===== src/rtl/vga_spi_frame_tx.sv =====
// SPI mode-0 master that streams one frame to the vga_spi receiver:
// align byte 0x80, RES_X*RES_Y pixel bytes {2'b00,RR,GG,BB}, then swap byte 0x81.
module vga_spi_frame_tx #(
    parameter  int RES_X   = 320,
    parameter  int RES_Y   = 240,
    parameter  int CLK_DIV = 2,
    parameter  int CS_GAP  = 2,
    localparam int NPIX    = RES_X * RES_Y,
    localparam int CW      = $clog2(NPIX + 1)
) (
    input  logic          clk,
    input  logic          rst,
    input  logic          start,
    input  logic [5:0]    pix_data,
    input  logic          pix_valid,
    output logic          pix_ready,
    output logic          busy,
    output logic          done,
    output logic [CW-1:0] pix_count,
    output logic          sclk,
    output logic          cs_n,
    output logic          mosi
);

    typedef enum logic [2:0] {
        S_IDLE, S_LOAD, S_SETUP, S_BLO, S_BHI, S_HOLD, S_GAP, S_FIN
    } state_t;

    typedef enum logic [1:0] {
        PH_ALIGN, PH_PIX, PH_SWAP
    } phase_t;

    localparam int            TMAX     = (CLK_DIV > CS_GAP) ? CLK_DIV : CS_GAP;
    localparam int            TW       = $clog2(TMAX + 1);
    localparam logic [TW-1:0] DIV_LAST = TW'(CLK_DIV - 1);
    localparam logic [TW-1:0] GAP_LAST = TW'(CS_GAP - 1);
    localparam logic [CW-1:0] NPIX_C   = CW'(NPIX);
    localparam logic [7:0]    ALIGN_B  = 8'h80;
    localparam logic [7:0]    SWAP_B   = 8'h81;

    state_t        r_state, w_state_nxt;
    phase_t        r_phase, w_phase_nxt;
    logic [7:0]    r_shreg, w_shreg_nxt;
    logic [2:0]    r_bit_cnt, w_bit_cnt_nxt;
    logic [TW-1:0] r_tmr, w_tmr_nxt;
    logic [CW-1:0] r_pix_count, w_pix_count_nxt;
    logic          r_sclk, w_sclk_nxt;
    logic          r_cs_n, w_cs_n_nxt;
    logic          r_mosi, w_mosi_nxt;
    logic          r_busy, w_busy_nxt;
    logic          r_done, w_done_nxt;

    logic          w_div_done;
    logic          w_gap_done;
    logic          w_load_go;
    logic [7:0]    w_load_byte;
    logic [CW-1:0] w_pix_inc;

    assign w_div_done = (r_tmr == DIV_LAST);
    assign w_gap_done = (r_tmr == GAP_LAST);
    assign w_pix_inc  = (r_pix_count == NPIX_C) ? r_pix_count : r_pix_count + CW'(1);

    // NOTE: every always_comb output gets a default first so no path can infer a latch.
    always_comb begin
        w_state_nxt     = r_state;
        w_phase_nxt     = r_phase;
        w_shreg_nxt     = r_shreg;
        w_bit_cnt_nxt   = r_bit_cnt;
        w_tmr_nxt       = r_tmr + TW'(1);
        w_pix_count_nxt = r_pix_count;
        w_sclk_nxt      = r_sclk;
        w_cs_n_nxt      = r_cs_n;
        w_mosi_nxt      = r_mosi;
        w_busy_nxt      = r_busy;
        w_done_nxt      = 1'b0;
        w_load_go       = 1'b0;
        w_load_byte     = ALIGN_B;

        unique case (r_state)
            S_IDLE: begin
                w_tmr_nxt = '0;
                if (start) begin
                    w_phase_nxt     = PH_ALIGN;
                    w_pix_count_nxt = '0;
                    w_busy_nxt      = 1'b1;
                    w_state_nxt     = S_LOAD;
                end
            end

            S_LOAD: begin
                w_tmr_nxt = '0;
                case (r_phase)
                    PH_ALIGN: begin
                        w_load_go   = 1'b1;
                        w_load_byte = ALIGN_B;
                    end
                    PH_SWAP: begin
                        w_load_go   = 1'b1;
                        w_load_byte = SWAP_B;
                    end
                    PH_PIX: begin
                        w_load_go   = pix_valid;
                        w_load_byte = {2'b00, pix_data};
                    end
                    default: w_load_go = 1'b0;
                endcase
                // A stalled pixel stream leaves cs_n high until data is available.
                if (w_load_go) begin
                    w_shreg_nxt   = w_load_byte;
                    w_mosi_nxt    = w_load_byte[7];
                    w_bit_cnt_nxt = '0;
                    w_cs_n_nxt    = 1'b0;
                    w_state_nxt   = S_SETUP;
                end
            end

            S_SETUP: begin
                if (w_div_done) begin
                    w_tmr_nxt   = '0;
                    w_state_nxt = S_BLO;
                end
            end

            S_BLO: begin
                if (w_div_done) begin
                    w_tmr_nxt   = '0;
                    w_sclk_nxt  = 1'b1;
                    w_state_nxt = S_BHI;
                end
            end

            S_BHI: begin
                // mosi moves only together with the falling sclk edge (mode 0).
                if (w_div_done) begin
                    w_tmr_nxt     = '0;
                    w_sclk_nxt    = 1'b0;
                    w_shreg_nxt   = {r_shreg[6:0], 1'b0};
                    w_mosi_nxt    = (r_bit_cnt == 3'd7) ? 1'b0 : r_shreg[6];
                    w_bit_cnt_nxt = r_bit_cnt + 3'd1;
                    w_state_nxt   = (r_bit_cnt == 3'd7) ? S_HOLD : S_BLO;
                end
            end

            S_HOLD: begin
                if (w_div_done) begin
                    w_tmr_nxt   = '0;
                    w_cs_n_nxt  = 1'b1;
                    w_mosi_nxt  = 1'b0;
                    w_state_nxt = S_GAP;
                end
            end

            S_GAP: begin
                if (w_gap_done) begin
                    w_tmr_nxt = '0;
                    case (r_phase)
                        PH_ALIGN: begin
                            w_phase_nxt = PH_PIX;
                            w_state_nxt = S_LOAD;
                        end
                        PH_PIX: begin
                            w_pix_count_nxt = w_pix_inc;
                            if (w_pix_inc == NPIX_C) w_phase_nxt = PH_SWAP;
                            w_state_nxt = S_LOAD;
                        end
                        PH_SWAP: begin
                            w_busy_nxt  = 1'b0;
                            w_done_nxt  = 1'b1;
                            w_state_nxt = S_FIN;
                        end
                        default: w_state_nxt = S_LOAD;
                    endcase
                end
            end

            S_FIN: begin
                w_tmr_nxt   = '0;
                w_state_nxt = S_IDLE;
            end

            default: begin
                w_tmr_nxt   = '0;
                w_state_nxt = S_IDLE;
            end
        endcase
    end

    // NOTE: sequential state uses non-blocking assignments so all registers update together.
    always_ff @(posedge clk) begin
        if (rst) begin
            r_state     <= S_IDLE;
            r_phase     <= PH_ALIGN;
            r_shreg     <= '0;
            r_bit_cnt   <= '0;
            r_tmr       <= '0;
            r_pix_count <= '0;
            r_sclk      <= 1'b0;
            r_cs_n      <= 1'b1;
            r_mosi      <= 1'b0;
            r_busy      <= 1'b0;
            r_done      <= 1'b0;
        end else begin
            r_state     <= w_state_nxt;
            r_phase     <= w_phase_nxt;
            r_shreg     <= w_shreg_nxt;
            r_bit_cnt   <= w_bit_cnt_nxt;
            r_tmr       <= w_tmr_nxt;
            r_pix_count <= w_pix_count_nxt;
            r_sclk      <= w_sclk_nxt;
            r_cs_n      <= w_cs_n_nxt;
            r_mosi      <= w_mosi_nxt;
            r_busy      <= w_busy_nxt;
            r_done      <= w_done_nxt;
        end
    end

    assign pix_ready = (r_state == S_LOAD) && (r_phase == PH_PIX);
    assign busy      = r_busy;
    assign done      = r_done;
    assign pix_count = r_pix_count;
    assign sclk      = r_sclk;
    assign cs_n      = r_cs_n;
    assign mosi      = r_mosi;

endmodule


===== config.mk =====
export PLATFORM = sky130hd
export DESIGN_NAME = vga_spi_frame_tx
export DESIGN_NICKNAME = d
export VERILOG_FILES = /design/src/rtl/vga_spi_frame_tx.sv
export SDC_FILE = /design/constraint.sdc
export NUM_CORES = 1
export LEC_CHECK = 0
export CAP_MARGIN = 40
export CORE_MARGIN = 3
export CORE_UTILIZATION = 55
export CTS_BUF_LIST = sky130_fd_sc_hd__clkbuf_4
export DETAILED_ROUTE_END_ITERATION = 10
export HOLD_SLACK_MARGIN = 0.06
export MAX_ROUTING_LAYER = met4
export PLACE_DENSITY = 0.83
export SYNTH_ARGS = -nofsm -noshare
export SYNTH_HDL_FRONTEND = slang
export SYNTH_SLANG_ARGS = --single-unit

===== constraint.sdc =====
create_clock -name clk -period 5.34 [get_ports clk]
set_clock_uncertainty 0.05 [all_clocks]
set_input_delay 1.602 -clock clk [delete_from_list [all_inputs] [get_ports clk]]
set_output_delay 1.602 -clock clk [all_outputs]
set_load 0.01 [all_outputs]

==> results.cfg, run 1 <==
[synthesis]
netlist_top_cells_area = sky130_fd_sc_hd__dfxtp_1, sky130_fd_sc_hd__nor2_1, sky130_fd_sc_hd__a21oi_1, sky130_fd_sc_hd__ha_1, sky130_fd_sc_hd__nand2_1
synth-async-reset-ratio = 0
synthDistinctLibCells = 52
synthesis.instances = 328
postSynthRegisterBits = 39
synth_top_area_frac = 0.323
synth_edf_count = 0
mappedNetlistNets = 348
ys_dominant_reg_cell = sky130_fd_sc_hd__dfxtp_1
synthesis.yosys.warnings = 0
syn_area_um2 = 2420
seq_area_frac_synth = 0.323
post-synth-top-area-cell = sky130_fd_sc_hd__dfxtp_1
syn_avg_cell_area_um2 = 7.37

[floorplan]
die-area_um2 = 5230
chipWidth_um = 72.3
coreArea_um2 = 4120
placementRows = 23
die_y_um = 72.3
ios = 33
start_util = 0.588

[power]
leakage_nw = 0.994
powerDensity_nw_per_um2 = 263
netSwitchingFraction = 0.353
pwr-share-seq = 0.492
peakVddDrop_v = 0.000194
power_frac_comb = 0.313
p_switching_w = 0.000257
power_frac_clock = 0.195
internal_power_w = 0.000471

[placed_design]
dpl_cell_area_um2 = 2720
detailedPlacementHpwl_um = 3880
gpl.final_weighted_congestion = 0.942
port-buffer-count = 32

[clock_tree]
post_cts_hold_buffer_count = 0
numClockSinks = 39
worstSkewPairLatency_ns = 0.35
cts_resized = 0
clkSlewWorstSetupHoldPaths_ns = 0.12
cts_htree_levels = 2
max-clock-path-buffers = 2
tritoncts_clock_tree = built
cts.repair_timing.setup_buffer_count = 0
cts_buffer_count = 5
cts_root_buffer = sky130_fd_sc_hd__clkbuf_4

[global_route]
via_count_of_the_first_global_routing_pass = 2099
overflow = 0
grt_max_degree = 22
grt_pass1_wl_um = 9340
number_of_antenna_violations_at_the_first_check_in_global_routing = 0
track_usage = 0.225

[finish]
diodes = 0
final_layout_size_suffix_gt1_frac = 0.0491
layout_commonest_cell = sky130_fd_sc_hd__nor2_1
flow.area_growth_from_synthesis_pct = 14.5
layout_common_cells = sky130_fd_sc_hd__nor2_1, sky130_fd_sc_hd__dfxtp_1, sky130_fd_sc_hd__clkdlybuf4s50_1
finalNetCount = 366
design_area_um2 = 2770

[sta]
worst-slew-pin-transition_ns = 0.942
timing.final.crit_share = 0.706
finalHoldViolations = 0
report.final.setup_viol = 0
worst_slew_margin_rel = 0.370
layout_min_cycle_time_ns = 3.77
rsz_0062_raised_after_global_routing = no
fmax_ghz = 0.265
setup-tns-final_ns = 0
timing_max_transition_violations_final = 0

[outcome]
status = finished, final reports clean

[route]
vias = 2420
routed_via_density = 6.11
route.detailed.wl_per_inst_um = 14.0
detail_route.first_pass.iterations = 5
remaining_drc_errors = 0
postRouteWirelength_um = 5560
drt-initial-drc-count = 311
postRouteAntennaNets = 0

[critical_path]
worst-endpoint-arrival_ns = 2.12
setup.worst_path.end_class = primary output
worstSetupStartpoint = r_phase[1]
cp-start-kind = flip-flop
crit_fanout = 10
regToRegStartpoint = pix_count[0]
timing_worst_setup_path_type = flip-flop to primary output
critPathRequiredTime_ns = 3.69

[run]
max_cap_viol_count = 0

[min_path]
min_path_type = flip-flop to flip-flop
source_of_the_worst_hold_timing_path = r_tmr[0]
==> sequential cells by signal, summed over array words and instances, names as in the netlist, 2 cells and up <==
name / count
pix_count: 17
r_bit_cnt: 3
r_phase: 2
r_shreg: 7
r_state: 3
r_tmr: 2
==> worst max-delay path, cell delays in order (launching register included) <==
cell and delay (ns):
sky130_fd_sc_hd__dfxtp_1 0.36, sky130_fd_sc_hd__inv_1 0.10, sky130_fd_sc_hd__ha_1 0.37, sky130_fd_sc_hd__inv_1 0.16, sky130_fd_sc_hd__nor4_1 0.19, sky130_fd_sc_hd__clkdlybuf4s50_1 0.58
==> final timing paths <==
path                            cells after the start         end  slack, ns
worst min-delay path                                1    r_tmr[0]       0.38
worst min register to register                      1    r_tmr[0]       0.38
worst max-delay path                                5   pix_ready       1.57
worst max register to register                      7  r_phase[0]       2.66
==> per-layer routing <==
layer  GRT usage  vias up  share of wire
li1            -     1194              -
met1       0.297     1129           0.48
met2       0.345       89           0.44
met3      0.0512        8          0.063
met4      0.0647        0         0.0099
met5           -        -              0
==> synth_stat cells (all sizes together) (10+ instances only) <==
master	n
clkbuf	18
nor2	48
o21ai	21
inv	14
nand3	15
a21oi	31
and3	10
dfxtp	39
nor3	11
nand2	29
ha	10
==> power groups by stage <==
stage | registers [W] | logic [W] | clock network (W)
finish | 0.000358 | 0.000228 | 0.000142
global route | 0.000364 | 0.000254 | 0.000159
CTS | 0.000357 | 0.000227 | 0.000146
detailed placement | 0.000364 | 0.000226 | 0
global placement | 0.000363 | 0.000222 | 0
floorplan | 0.000344 | 0.000181 | 0
==> cells by family (layout without fill, tap and decap cells) <==
logic type / count (synthesis) / after routing / synth area share
simple gates: 148 / 148 / 0.306
compound gates: 82 / 82 / 0.212
flops: 39 / 39 / 0.323
buf+inv: 39 / 57 / 0.0662
fa+ha+maj: 10 / 10 / 0.0517
xor+xnor: 7 / 7 / 0.0285
mux: 3 / 3 / 0.0129
==> through the flow <==
| step | setup slack [ns] | utilization | total power, W | hold WS, ns | instances |
|---|---|---|---|---|---|
| after floorplan | 2.28 | - | 0.000526 | 0.349 | 328 |
| after global placement | 1.62 | 0.660 | 0.000586 | 0.362 | 388 |
| after detailed placement | 1.51 | 0.662 | 0.000590 | 0.368 | 389 |
| after CTS | 1.56 | 0.673 | 0.000731 | 0.384 | 396 |
| after global routing | 1.37 | 0.673 | 0.000777 | 0.408 | 396 |
| final | 1.57 | 0.673 | 0.000729 | 0.380 | 396 |
==> final cells by class <==
class | instances | area, um2
Multi-Input combinational cell | 250 | 1480
Fill cell | 380 | 1350
Sequential cell | 39 | 781
Timing Repair Buffer | 36 | 350
Tap cell | 50 | 62.6
Inverter | 14 | 52.6
Clock buffer | 5 | 37.5
Clock inverter | 2 | 8.76
Power figures use the tool's default switching activity.
==> run 2: changes to the inputs <==
--- a/config.mk
+++ b/config.mk
@@ -7,12 +7,12 @@
 export LEC_CHECK = 0
 export CAP_MARGIN = 40
 export CORE_MARGIN = 3
-export CORE_UTILIZATION = 55
+export CORE_UTILIZATION = 51
 export CTS_BUF_LIST = sky130_fd_sc_hd__clkbuf_4
 export DETAILED_ROUTE_END_ITERATION = 10
 export HOLD_SLACK_MARGIN = 0.06
 export MAX_ROUTING_LAYER = met4
-export PLACE_DENSITY = 0.83
+export PLACE_DENSITY = 0.81
 export SYNTH_ARGS = -nofsm -noshare
 export SYNTH_HDL_FRONTEND = slang
 export SYNTH_SLANG_ARGS = --single-unit
==> constraint.sdc (replaced) <==
create_clock -name clk -period 3.3 [get_ports clk]
set_clock_uncertainty 0.05 [all_clocks]
set_input_delay 0.99 -clock clk [delete_from_list [all_inputs] [get_ports clk]]
set_output_delay 0.99 -clock clk [all_outputs]
set_load 0.01 [all_outputs]
==> results.cfg, run 2 (synthesis gave the netlist of run 1 again) <==
[outcome]
status = finished, final reports clean

[min_path]
worst_hold_path.endpoint = r_tmr[0]
source_of_the_worst_hold_timing_path = r_tmr[0]
worstHoldPathCells = 1
min_path_type = flip-flop to flip-flop

[floorplan]
placementRows = 24
ios = 33
start_util = 0.541
coreArea_um2 = 4470
die_y_um = 74.9
die-area_um2 = 5600
chipWidth_um = 74.9

[finish]
final_layout_size_suffix_gt1_frac = 0.0684
diodes = 0
finalNetCount = 370
largest_register_ff_count = 17
fin_cells = 403
flow.area_growth_from_synthesis_pct = 18.4
layout_commonest_cell = sky130_fd_sc_hd__nor2_1
layout_common_cells = sky130_fd_sc_hd__nor2_1, sky130_fd_sc_hd__dfxtp_1, sky130_fd_sc_hd__clkdlybuf4s50_1

[global_route]
number_of_antenna_violations_at_the_first_check_in_global_routing = 0
track_usage = 0.225
grt_max_degree = 21
overflow = 0
grt_pass1_wl_um = 9570
via_count_of_the_first_global_routing_pass = 2027

[critical_path]
worst-endpoint-arrival_ns = 2.03
critPathRequiredTime_ns = 2.26
crit_fanout = 10
setup.worst_path.end_class = primary output
rrSetupSlack_ns = 0.62
regToRegStartpoint = pix_count[0]
cp-start-kind = flip-flop
r2r-end = r_phase[0]
worst-r2r-cell-count = 7
timing_worst_setup_path_type = flip-flop to primary output

[sta]
finalHoldViolations = 0
worst_slew_margin_rel = 0.533
worst-slew-pin-transition_ns = 0.694
setup-tns-final_ns = 0
layout_min_cycle_time_ns = 3.07
hold_slack_ns = 0.381
report.final.setup_viol = 0
fmax_ghz = 0.325
timing.final.crit_share = 0.932
timing_max_transition_violations_final = 0
rsz_0062_raised_after_global_routing = no

[placed_design]
gpl.final_weighted_congestion = 0.930
port-buffer-count = 32
detailedPlacementHpwl_um = 3980
post-place-cells = 395

[clock_tree]
cts_htree_levels = 2
tritoncts_clock_tree = built
worstSkewPairLatency_ns = 0.36
post_cts_hold_buffer_count = 0
max-clock-path-buffers = 2
numClockSinks = 39
cts_root_buffer = sky130_fd_sc_hd__clkbuf_4
cts_buffer_count = 5
clkSlewWorstSetupHoldPaths_ns = 0.14
cts.repair_timing.setup_buffer_count = 0

[power]
power_frac_comb = 0.309
netSwitchingFraction = 0.319
pwr-share-seq = 0.394
powerDensity_nw_per_um2 = 480
p_switching_w = 0.000439
leakage_nw = 1.04
power_frac_clock = 0.296
peakVddDrop_v = 0.000292
power.total_w = 0.00137
internal_power_w = 0.000936

[route]
detail_route.first_pass.iterations = 5
postRouteAntennaNets = 0
met1_length_um = 2660
top_layer_used = met4
routed_via_density = 5.94
vias = 2392
wl_met3_um = 391
route.met2.wl_um = 2530
postRouteWirelength_um = 5730
drt-initial-drc-count = 213
route.detailed.wl_per_inst_um = 14.2
remaining_drc_errors = 0

[run]
max_cap_viol_count = 0
-- run 2: changes by cell type in the layout (fill, tap and decap cells not counted) --
cell                         delta
sky130_fd_sc_hd__buf_4          +4
sky130_fd_sc_hd__bufinv_16      +2
sky130_fd_sc_hd__clkinv_1       -1
sky130_fd_sc_hd__clkinv_2       -1
sky130_fd_sc_hd__clkinvlp_4     +1
sky130_fd_sc_hd__ha_1           -1
sky130_fd_sc_hd__ha_2           +1
-- run 2: final cells by class --
| cell class | count | area [um2] |
|---|---|---|
| Clock buffer | 5 | 37.5 |
| Clock inverter | 3 | 67.6 |
| Fill cell | 401 | 1610 |
| Inverter | 14 | 52.6 |
| Multi-Input combinational cell | 250 | 1480 |
| Sequential cell | 39 | 781 |
| Tap cell | 52 | 65.1 |
| Timing Repair Buffer | 40 | 380 |
-- run 2: per-layer routing --
metal / vias to the layer above / GRT usage
met5: - / -
met4: 0 / 0.0909
met3: 17 / 0.0414
met2: 87 / 0.322
met1: 1081 / 0.310
li1: 1207 / -
-- run 2: worst max-delay path: stages, from the launching register on --
cell and delay (ns):
sky130_fd_sc_hd__dfxtp_1 0.45, sky130_fd_sc_hd__ha_2 0.34, sky130_fd_sc_hd__inv_1 0.12, sky130_fd_sc_hd__nor4_1 0.19
sky130_fd_sc_hd__clkdlybuf4s50_1 0.58
-- run 2: stage by stage --
stage	util	setup WS (ns)	instance area, um2
floorplan	-	0.849	2420
global placement	0.616	0.320	2760
detailed placement	0.616	0.214	2760
CTS	0.640	0.0876	2860
global route	0.640	0.0685	2860
finish	0.640	0.226	2860
-- run 2: power by group through the flow --
stage	combinational, W	clock, W	sequential, W
floorplan	0.000294	0	0.000557
CTS	0.000421	0.000413	0.000542
finish	0.000425	0.000407	0.000542
global placement	0.000414	0	0.000552
global route	0.000475	0.000433	0.000549
detailed placement	0.000418	0	0.000553
-- run 2: worst max-delay path by stage --
stage               startpoint          to  slack, ns
global route        r_phase[0]   pix_ready       0.07
CTS                 r_phase[0]   pix_ready       0.09
floorplan                start  r_phase[0]       0.85
detailed placement       start  r_phase[0]       0.21
global placement         start  r_phase[0]       0.32
finish              r_phase[0]   pix_ready       0.23
-- run 2: repair_timing --
item | in CTS | in global routing
setup endpoints to repair | 0 | 1
hold endpoints to repair | 0 | 0
resized for setup | 0 | 1
==> run 3: changes to the inputs <==
--- a/config.mk
+++ b/config.mk
@@ -7,12 +7,12 @@
 export LEC_CHECK = 0
 export CAP_MARGIN = 40
 export CORE_MARGIN = 3
-export CORE_UTILIZATION = 51
+export CORE_UTILIZATION = 40
 export CTS_BUF_LIST = sky130_fd_sc_hd__clkbuf_4
 export DETAILED_ROUTE_END_ITERATION = 10
 export HOLD_SLACK_MARGIN = 0.06
 export MAX_ROUTING_LAYER = met4
-export PLACE_DENSITY = 0.81
+export PLACE_DENSITY = 0.67
 export SYNTH_ARGS = -nofsm -noshare
 export SYNTH_HDL_FRONTEND = slang
 export SYNTH_SLANG_ARGS = --single-unit
==> results.cfg, run 3 (synthesis gave the netlist of run 1 again) <==
[global_route]
grt_max_degree = 38
grt_pass1_wl_um = 9790
overflow = 0
via_count_of_the_first_global_routing_pass = 2115
track_usage = 0.172
number_of_antenna_violations_at_the_first_check_in_global_routing = 0

[route]
remaining_drc_errors = 0
detail_route.first_pass.iterations = 4
routed_via_density = 5.47
vias = 2324
drt-initial-drc-count = 166
postRouteAntennaNets = 0
route.detailed.wl_per_inst_um = 13.6
postRouteWirelength_um = 5770

[clock_tree]
cts_root_buffer = sky130_fd_sc_hd__clkbuf_4
numClockSinks = 39
cts_htree_levels = 2
worstSkewPairLatency_ns = 0.35
cts_buffer_count = 5
cts.repair_timing.setup_buffer_count = 0
tritoncts_clock_tree = built
clkSlewWorstSetupHoldPaths_ns = 0.12
post_cts_hold_buffer_count = 0
max-clock-path-buffers = 2

[critical_path]
worst-r2r-cell-count = 7
setup.worst_path.end_class = primary output
timing_worst_setup_path_type = flip-flop to primary output
rrSetupSlack_ns = 0.81
r2r-end = r_phase[0]
cp-start-kind = flip-flop
critPathRequiredTime_ns = 2.26
regToRegStartpoint = pix_count[0]
worst-endpoint-arrival_ns = 2.04
crit_fanout = 10

[finish]
layout_commonest_cell = sky130_fd_sc_hd__nor2_1
diodes = 0
flow.area_growth_from_synthesis_pct = 18.4
largest_register_ff_count = 17
finalNetCount = 372
final_layout_size_suffix_gt1_frac = 0.0737
layout_common_cells = sky130_fd_sc_hd__nor2_1, sky130_fd_sc_hd__dfxtp_1, sky130_fd_sc_hd__clkdlybuf4s50_1

[placed_design]
gpl.final_weighted_congestion = 0.865
detailedPlacementHpwl_um = 3980
port-buffer-count = 32

[sta]
setup-tns-final_ns = 0
timing.final.crit_share = 0.934
hold_slack_ns = 0.396
fmax_ghz = 0.324
finalHoldViolations = 0
report.final.setup_viol = 0
rsz_0062_raised_after_global_routing = no
layout_min_cycle_time_ns = 3.08
worst-slew-pin-transition_ns = 0.698
worst_slew_margin_rel = 0.530
timing_max_transition_violations_final = 0

[floorplan]
chipWidth_um = 83.8
placementRows = 27
coreArea_um2 = 5680
die_y_um = 83.8
start_util = 0.426
ios = 33
die-area_um2 = 7020

[power]
leakage_nw = 1.04
peakVddDrop_v = 0.000310
powerDensity_nw_per_um2 = 429

[outcome]
status = finished, final reports clean

[min_path]
worstHoldPathCells = 1
source_of_the_worst_hold_timing_path = r_tmr[0]
min_path_type = flip-flop to flip-flop
worst_hold_path.endpoint = r_tmr[0]

[run]
max_cap_viol_count = 0
==> run 3: cell types whose count changed in the layout (fill, tap and decap cells not counted), sizes merged <==
cell      previous run  this run
buf                  8        10
clkinvlp             1         0
bufinv               2         0
clkinv               0         3
==> run 3: what timing repair did <==
item	4_1_cts	5_1_grt
endpoints found under the hold margin	0	0
resized for setup	0	1
setup endpoints to repair	0	1
==> run 3: power breakdown <==
group	internal (W)	leakage [nW]	switching, W
Combinational	0.000190	0.684	0.000245
Sequential	0.000519	0.316	0.0000224
Clock	0.0000795	0.0347	0.000172
==> run 3: how the worst max path moves through the flow <==
| stage | cells after the start | to | startpoint |
|---|---|---|---|
| 2_1_floorplan | 6 | r_phase[0] | start |
| 3_3_place_gp | 7 | r_phase[0] | start |
| 3_5_place_dp | 7 | r_phase[0] | start |
| 4_1_cts | 5 | pix_ready | r_phase[1] |
| 5_1_grt | 5 | pix_ready | r_phase[1] |
| 6_report | 5 | pix_ready | r_phase[1] |
==> run 3: layout make-up <==
class	count	area [um2]
repair buffers	42	408
clock inverters	3	15.0
fillers	577	2810
inverters	14	52.6
multi-input cells	250	1480
clock buffers	5	37.5
well taps	72	90.1
flip-flops and latches	39	781
==> run 3: per-layer routing <==
layer | up-vias | GRT usage | wire length [um]
li1 | 1207 | - | -
met1 | 1064 | 0.228 | 2850
met2 | 48 | 0.262 | 2590
met3 | 5 | 0.0375 | 263
met4 | 0 | 0.0526 | 59
met5 | - | - | 0
==> run 3: per-stage QoR <==
| stage | instance area, um2 | utilization | instances | power, W | setup slack, ns |
|---|---|---|---|---|---|
| global placement | 2810 | 0.495 | 417 | 0.000980 | 0.310 |
| global route | 2860 | 0.505 | 425 | 0.00132 | 0.0658 |
| floorplan | 2420 | - | 328 | 0.000851 | 0.849 |
| detailed placement | 2810 | 0.495 | 417 | 0.000988 | 0.250 |
| finish | 2860 | 0.505 | 425 | 0.00123 | 0.218 |
| CTS | 2860 | 0.504 | 425 | 0.00124 | 0.0983 |
==> run 3: critical path, cell delays in order, from the launching register on <==
cell	delay [ns]
sky130_fd_sc_hd__dfxtp_1	0.37
sky130_fd_sc_hd__inv_1	0.11
sky130_fd_sc_hd__ha_2	0.31
sky130_fd_sc_hd__inv_1	0.12
sky130_fd_sc_hd__nor4_1	0.20
sky130_fd_sc_hd__clkdlybuf4s50_1	0.58
